==> src/rtl/multicycle_control_fsm.sv <==
// ---------------------------------------------------------------------------
// multicycle_control_fsm
//
// Control unit for a multicycle RV32I core that shares one memory port
// between instruction fetch and data access. Each instruction moves through
// FETCH -> DECODE -> EXEC -> (MEM) -> (WB). The opcode and funct3 fields are
// captured when the fetch completes, datapath enables are decoded from the
// state and the captured opcode, a SYSTEM instruction parks the unit in
// HALT, and every retired instruction bumps instret.
//
// Memory handshake:
//   mem_req is raised in FETCH and MEM and stays high until the access
//   completes. With MEM_LATENCY==0 an access completes in the first cycle
//   where mem_ready is high. With MEM_LATENCY==N>0 it completes in exactly
//   the N-th cycle of the access and mem_ready is ignored. mem_we is high
//   only in MEM for a store, so a write never leaks into a fetch.
//
// Ports:
//   clk, rst                synchronous active-high reset
//   mem_opcode/mem_funct3   fields of the fetched word, taken on fetch done
//   mem_ready               access complete (MEM_LATENCY==0 only)
//   branch_taken            comparator result, used in EXEC of a branch
//   mem_req/mem_we          memory request / write strobe
//   mem_addr_sel            0=PC, 1=ALU result
//   ir_load/pc_write        instruction register capture / PC update pulses
//   pc_sel                  00=PC+4, 01=PC+imm, 10=(rs1+imm)&~1
//   alu_op/alu_src/auipc_sel ALU controls (valid in EXEC, held in MEM)
//   reg_write/wb_sel        register file write enable / write-back source
//   funct3_q                captured funct3
//   halted                  high while parked after SYSTEM
//   instret                 retired instruction count (wraps)
//   dbg_state               current FSM state for observation
// ---------------------------------------------------------------------------
module multicycle_control_fsm #(
  parameter int MEM_LATENCY = 0,
  parameter int LAT_W       = 4,
  parameter int CNT_W       = 32
) (
  input  logic             clk,
  input  logic             rst,
  input  logic [4:0]       mem_opcode,
  input  logic [2:0]       mem_funct3,
  input  logic             mem_ready,
  input  logic             branch_taken,
  output logic             mem_req,
  output logic             mem_we,
  output logic             mem_addr_sel,
  output logic             ir_load,
  output logic             pc_write,
  output logic [1:0]       pc_sel,
  output logic [1:0]       alu_op,
  output logic             alu_src,
  output logic             auipc_sel,
  output logic             reg_write,
  output logic [1:0]       wb_sel,
  output logic [2:0]       funct3_q,
  output logic             halted,
  output logic [CNT_W-1:0] instret,
  output logic [2:0]       dbg_state
);

  typedef enum logic [2:0] {
    S_FETCH  = 3'd0,
    S_DECODE = 3'd1,
    S_EXEC   = 3'd2,
    S_MEM    = 3'd3,
    S_WB     = 3'd4,
    S_HALT   = 3'd5
  } state_t;

  localparam logic [4:0] OP_LOAD    = 5'b00000;
  localparam logic [4:0] OP_STORE   = 5'b01000;
  localparam logic [4:0] OP_ARITH_I = 5'b00100;
  localparam logic [4:0] OP_ARITH_R = 5'b01100;
  localparam logic [4:0] OP_AUIPC   = 5'b00101;
  localparam logic [4:0] OP_LUI     = 5'b01101;
  localparam logic [4:0] OP_BRANCH  = 5'b11000;
  localparam logic [4:0] OP_JAL     = 5'b11011;
  localparam logic [4:0] OP_JALR    = 5'b11001;
  localparam logic [4:0] OP_SYSTEM  = 5'b11100;

  // Last counter value of a fixed-latency access.
  localparam logic [LAT_W-1:0] LAT_LAST =
    LAT_W'((MEM_LATENCY == 0) ? 0 : MEM_LATENCY - 1);

  state_t           r_state;
  logic [4:0]       r_opcode;
  logic [2:0]       r_funct3;
  logic [LAT_W-1:0] r_lat_cnt;
  logic [CNT_W-1:0] r_instret;

  logic w_done;
  logic w_is_load, w_is_store, w_is_branch, w_is_jal, w_is_jalr;
  logic w_is_auipc, w_is_system, w_known;
  logic [1:0] w_alu_op;
  logic       w_alu_src;

  assign w_done = (MEM_LATENCY == 0) ? mem_ready : (r_lat_cnt == LAT_LAST);

  assign w_is_load   = (r_opcode == OP_LOAD);
  assign w_is_store  = (r_opcode == OP_STORE);
  assign w_is_branch = (r_opcode == OP_BRANCH);
  assign w_is_jal    = (r_opcode == OP_JAL);
  assign w_is_jalr   = (r_opcode == OP_JALR);
  assign w_is_auipc  = (r_opcode == OP_AUIPC);
  assign w_is_system = (r_opcode == OP_SYSTEM);

  // Opcodes that go on to EXEC; anything else unknown retires as a NOP.
  assign w_known = w_is_load | w_is_store | w_is_branch | w_is_jal |
                   w_is_jalr | w_is_auipc | (r_opcode == OP_ARITH_I) |
                   (r_opcode == OP_ARITH_R) | (r_opcode == OP_LUI);

  // ALU control per opcode; shared by EXEC and MEM so the address computed
  // in EXEC stays stable for the whole memory access.
  always_comb begin
    w_alu_op  = 2'b00;
    w_alu_src = 1'b0;
    case (r_opcode)
      OP_LOAD, OP_STORE, OP_JALR, OP_AUIPC: begin
        w_alu_op  = 2'b00;
        w_alu_src = 1'b1;
      end
      OP_BRANCH: begin
        w_alu_op  = 2'b01;
        w_alu_src = 1'b0;
      end
      OP_ARITH_I, OP_LUI: begin
        w_alu_op  = 2'b10;
        w_alu_src = 1'b1;
      end
      OP_ARITH_R: begin
        w_alu_op  = 2'b10;
        w_alu_src = 1'b0;
      end
      default: begin
        w_alu_op  = 2'b00;
        w_alu_src = 1'b0;
      end
    endcase
  end

  // Output decode. Everything is held at zero while rst is high so the
  // reset cycle never issues a request or a write.
  always_comb begin
    mem_req      = 1'b0;
    mem_we       = 1'b0;
    mem_addr_sel = 1'b0;
    ir_load      = 1'b0;
    pc_write     = 1'b0;
    pc_sel       = 2'b00;
    alu_op       = 2'b00;
    alu_src      = 1'b0;
    auipc_sel    = 1'b0;
    reg_write    = 1'b0;
    wb_sel       = 2'b00;
    halted       = 1'b0;
    if (!rst) begin
      case (r_state)
        S_FETCH: begin
          mem_req = 1'b1;
          ir_load = w_done;
        end
        S_DECODE: begin
          if (!w_is_system && !w_known) pc_write = 1'b1;
        end
        S_EXEC: begin
          alu_op    = w_alu_op;
          alu_src   = w_alu_src;
          auipc_sel = w_is_auipc;
          if (w_is_branch) begin
            pc_write = 1'b1;
            pc_sel   = branch_taken ? 2'b01 : 2'b00;
          end
        end
        S_MEM: begin
          mem_req      = 1'b1;
          mem_addr_sel = 1'b1;
          mem_we       = w_is_store;
          alu_op       = w_alu_op;
          alu_src      = w_alu_src;
          auipc_sel    = w_is_auipc;
          if (w_is_store && w_done) pc_write = 1'b1;
        end
        S_WB: begin
          reg_write = 1'b1;
          pc_write  = 1'b1;
          if (w_is_load)                  wb_sel = 2'b01;
          else if (w_is_jal || w_is_jalr) wb_sel = 2'b10;
          if (w_is_jal)       pc_sel = 2'b01;
          else if (w_is_jalr) pc_sel = 2'b10;
        end
        S_HALT: begin
          halted = 1'b1;
        end
        default: ;
      endcase
    end
  end

  always_ff @(posedge clk) begin
    if (rst) begin
      r_state   <= S_FETCH;
      r_opcode  <= '0;
      r_funct3  <= '0;
      r_lat_cnt <= '0;
      r_instret <= '0;
    end else begin
      // Every instruction retires in exactly the cycle that updates the PC.
      if (pc_write) r_instret <= r_instret + CNT_W'(1);

      if ((MEM_LATENCY != 0) && !w_done &&
          (r_state == S_FETCH || r_state == S_MEM))
        r_lat_cnt <= r_lat_cnt + LAT_W'(1);
      else
        r_lat_cnt <= '0;

      case (r_state)
        S_FETCH: begin
          if (w_done) begin
            r_opcode <= mem_opcode;
            r_funct3 <= mem_funct3;
            r_state  <= S_DECODE;
          end
        end
        S_DECODE: begin
          if (w_is_system)  r_state <= S_HALT;
          else if (w_known) r_state <= S_EXEC;
          else              r_state <= S_FETCH;
        end
        S_EXEC: begin
          if (w_is_branch)                  r_state <= S_FETCH;
          else if (w_is_load || w_is_store) r_state <= S_MEM;
          else                              r_state <= S_WB;
        end
        S_MEM: begin
          if (w_done) r_state <= w_is_load ? S_WB : S_FETCH;
        end
        S_WB:    r_state <= S_FETCH;
        S_HALT:  r_state <= S_HALT;
        default: r_state <= S_FETCH;
      endcase
    end
  end

  assign funct3_q  = r_funct3;
  assign instret   = r_instret;
  assign dbg_state = r_state;

endmodule
==> config.mk <==
export PLATFORM = sky130hd
export DESIGN_NAME = multicycle_control_fsm
export DESIGN_NICKNAME = d
export VERILOG_FILES = /design/src/rtl/multicycle_control_fsm.sv
export SDC_FILE = /design/constraint.sdc
export NUM_CORES = 1
export LEC_CHECK = 0
export CORE_ASPECT_RATIO = 2
export CORE_UTILIZATION = 56
export CTS_BUF_LIST = sky130_fd_sc_hd__clkbuf_8
export DETAILED_ROUTE_END_ITERATION = 6
export PLACE_DENSITY = 0.91
export SLEW_MARGIN = 10
export SYNTH_ARGS = -nofsm -noshare
export SYNTH_HDL_FRONTEND = slang
export SYNTH_SLANG_ARGS = --single-unit
==> constraint.sdc <==
create_clock -name clk -period 3.4 [get_ports clk]
set_clock_uncertainty 0.1 [all_clocks]
set_input_delay 0.68 -clock clk [delete_from_list [all_inputs] [get_ports clk]]
set_output_delay 0.68 -clock clk [all_outputs]
set_load 0.01 [all_outputs]
==> results.sh <==
export IMPL_outcome="complete, no violations"
export IMPL_core_area_um2=4910
export IMPL_synth_nets=364
export IMPL_worst_path_max_delay_cell="clkdlybuf4s50_1"
export IMPL_cap_violations=0
export IMPL_first_iter_violations=61
export IMPL_p_clk_share_pct=29.8
export IMPL_p_comb_share_pct=18.9
export IMPL_ctsResizeCount=0
export IMPL_setup_violations=0
export IMPL_grt_overflow_total=0
export IMPL_slew_viol_final=0
export IMPL_area_growth_pct=25.5
export IMPL_syn_cell_area_um2=2900
export IMPL_async_flop_share_pct=0
export IMPL_worst_setup_path_start_kind="primary input"
export IMPL_leakage_nw=1.33
export IMPL_nets=421
export IMPL_slew_headroom_pct=54.9
export IMPL_cp_num_buf_inv=2
export IMPL_dieArea_um2=5490
export IMPL_grt_pass1_wl_um=11200
export IMPL_yosys_warnings=0
export IMPL_fin_setup_tns_ns=0
export IMPL_cts_max_path_buffers=2
export IMPL_seqPwrFrac_pct=51.3
export IMPL_finalPower_mw=1.13
export IMPL_cts_buffers=5
export IMPL_antenna_found_initial=0
export IMPL_num_antenna_cells=0
export IMPL_final_area_um2=3640
export IMPL_cts_tree="built"
export IMPL_drive_gt1_share_pct=9.54
export IMPL_place_area_um2=3550
export IMPL_row_count=36
export IMPL_wirelength_um=7080
export IMPL_final_period_utilization_pct=94.1
export IMPL_worstPathCellList="clkdlybuf4s50_1 -> or4b_1 -> nor2_1 -> clkdlybuf4s50_1"
export IMPL_p_sw_mw=0.323
export IMPL_hold_viol=0
export IMPL_track_usage_pct=26.2
export IMPL_rsz0062_at_grt="false"
export IMPL_place_gp_congestion=0.877
export IMPL_fin_util_pct=74.2
export IMPL_post_place_cells=458
export IMPL_initial_core_util_pct=59.1
export IMPL_ant_nets=0
export IMPL_postCtsSetupBuffers=0
export IMPL_holdBufCountCts=0
export IMPL_critPathTopFamily="buffers and inverters"
export IMPL_p_int_mw=0.805
export IMPL_crit_fanout=3
export IMPL_post_place_ws_ns=0.195
export IMPL_synthCells=351
export IMPL_fmax_mhz=312
export IMPL_synth_avg_cell_area_um2=8.27
export IMPL_synth_edf_count=0
export IMPL_htreeDepth=2
export IMPL_fin_crit_ns=3.20
export IMPL_grt_max_degree=42
export IMPL_reg2reg_slack_ns=0.85
export IMPL_pin_count=65
export IMPL_instances_no_fill=466
export IMPL_num_vias=2759
export IMPL_grt_pass1_vias=2559
export IMPL_crit_top_cell="clkdlybuf4s50_1"
export IMPL_die_w_um=52.9
export IMPL_drcViolationCount=0
export IMPL_cts_clk_slew_worst_paths_ns=0.08
export IMPL_cp_required_ns=2.62
export IMPL_die_height_um=104
export IMPL_port_buffers=64
export IMPL_cts_sinks=46
export IMPL_ys_seq_area_share_pct=31.7
export IMPL_synth_main_ff_cell="dfxtp_1"
export IMPL_root_buffer="clkbuf_8"
export IMPL_dp_hpwl_um=5190
export IMPL_peakVddDrop_v=0.000339
export IMPL_critPathCaptureType="primary output"
export IMPL_arrival_ns=2.42
export IMPL_setup_slack_ns=0.200
export IMPL_holdWs_ns=0.365
export IMPL_wl_per_cell_um=15.2
export IMPL_slowest_delay_ns=0.55
export IMPL_ys_seq_elements=46
export IMPL_worst_setup_path_type="in2out"
export IMPL_clock_latency_ns=0.29
export IMPL_cellPowerDensity_nw_per_um2=310
export IMPL_synth_distinct_cells=53
export IMPL_worst_pin_slew_ns=0.674
export IMPL_swShare_pct=28.6
export IMPL_via_per_inst=5.92
export IMPL_drtPass1Iterations=4
export IMPL_hp_class="reg2reg"
==> cell usage in the layout, fill, tap and decap left out, types with 3 or more instances in the layout <==
master and count:
and2_1 3, nor2_1 47, o21ai_0 7, mux2_2 6
a21oi_1 32, nand3_1 18, inv_1 8, a211oi_1 7
dfxtp_1 46, buf_4 9, mux2_1 25, nand4_1 9
nand2_1 31, clkbuf_8 6, nor3_1 8, clkdlybuf4s50_1 63
nor2b_1 30, nor4_1 5, nand2b_1 3
==> cells in the mapped netlist (all sizes together) (2+ instances only) <==
| master | number | area, µm² |
|---|---|---|
| nor2 | 47 | 176 |
| nor2b | 30 | 188 |
| clkbuf | 9 | 33.8 |
| o2111a | 2 | 22.5 |
| dfxtp | 46 | 921 |
| and2 | 3 | 18.8 |
| inv | 7 | 26.3 |
| nand2b | 4 | 32.5 |
| nand2 | 32 | 123 |
| o21a | 2 | 15.0 |
| o21ai | 9 | 48.8 |
| a211oi | 9 | 77.6 |
| nand3b | 2 | 15.0 |
| mux2i | 2 | 20.0 |
| nor3 | 10 | 60.1 |
| nand4b | 2 | 17.5 |
| buf | 14 | 91.3 |
| a2111oi | 2 | 55.1 |
| nand3 | 18 | 90.1 |
| a211o | 2 | 17.5 |
| nand4 | 10 | 68.8 |
| a21oi | 32 | 160 |
| mux2 | 31 | 349 |
| nor4 | 8 | 86.3 |
| and3 | 2 | 12.5 |
| nor4b | 3 | 41.3 |
==> worst paths after layout <==
kind | start | to | cells after the start
worst min-delay path | funct3_q[2]$_SDFFE_PP0P_ | funct3_q[2]$_SDFFE_PP0P_ | 2
worst min register to register | funct3_q[2]$_SDFFE_PP0P_ | funct3_q[2]$_SDFFE_PP0P_ | 2
worst max-delay path | mem_ready | ir_load | 4
worst max register to register | instret[0]$_SDFFE_PP0P_ | instret[28]$_SDFFE_PP0P_ | 6
==> final cells by class <==
cell class	count	area (µm²)
Multi-Input combinational cell	275	1830
Fill cell	373	1270
Sequential cell	46	921
Timing Repair Buffer	73	703
Clock buffer	6	82.6
Tap cell	57	71.3
Inverter	7	26.3
Clock inverter	2	8.76
==> worst min-delay path: stages, from the launching register on <==
cell,delay (ns)
dfxtp_1,0.32
nand2_1,0.05
a21oi_1,0.05
==> sequential cells by signal, summed over array words and instances (netlist names) <==
name,flops
r_opcode,5
w_alu_src,1
w_alu_op,2
dbg_state,3
funct3_q,3
instret,32
==> layer usage <==
layer  part of all wire (%)  up-vias  track usage (%)
met4                    3.4        0             12.6
met5                      0        -                0
met3                    4.2       27             3.96
met2                     54      101             47.6
met1                     38     1270             27.0
li1                       -     1361                -
==> cell families (layout without fill, tap and decap cells) <==
family,after synthesis,after routing,synth area share (%)
buffers and inverters,30,88,5.22
adders and majority gates,1,1,0.431
DFF,46,46,31.7
AOI/OAI and AO/OA,66,66,16.6
muxes,33,33,12.7
and+or+nand+nor,175,175,33.3
==> power groups by stage <==
stage / clock network [mW] / logic, mW / registers (mW)
after detailed placement: 0 / 0.211 / 0.591
after CTS: 0.342 / 0.212 / 0.578
after global placement: 0 / 0.205 / 0.590
after floorplan: 0 / 0.153 / 0.581
final: 0.337 / 0.213 / 0.579
after global routing: 0.372 / 0.229 / 0.582
No activity file was read; power rests on OpenSTA's default activity.
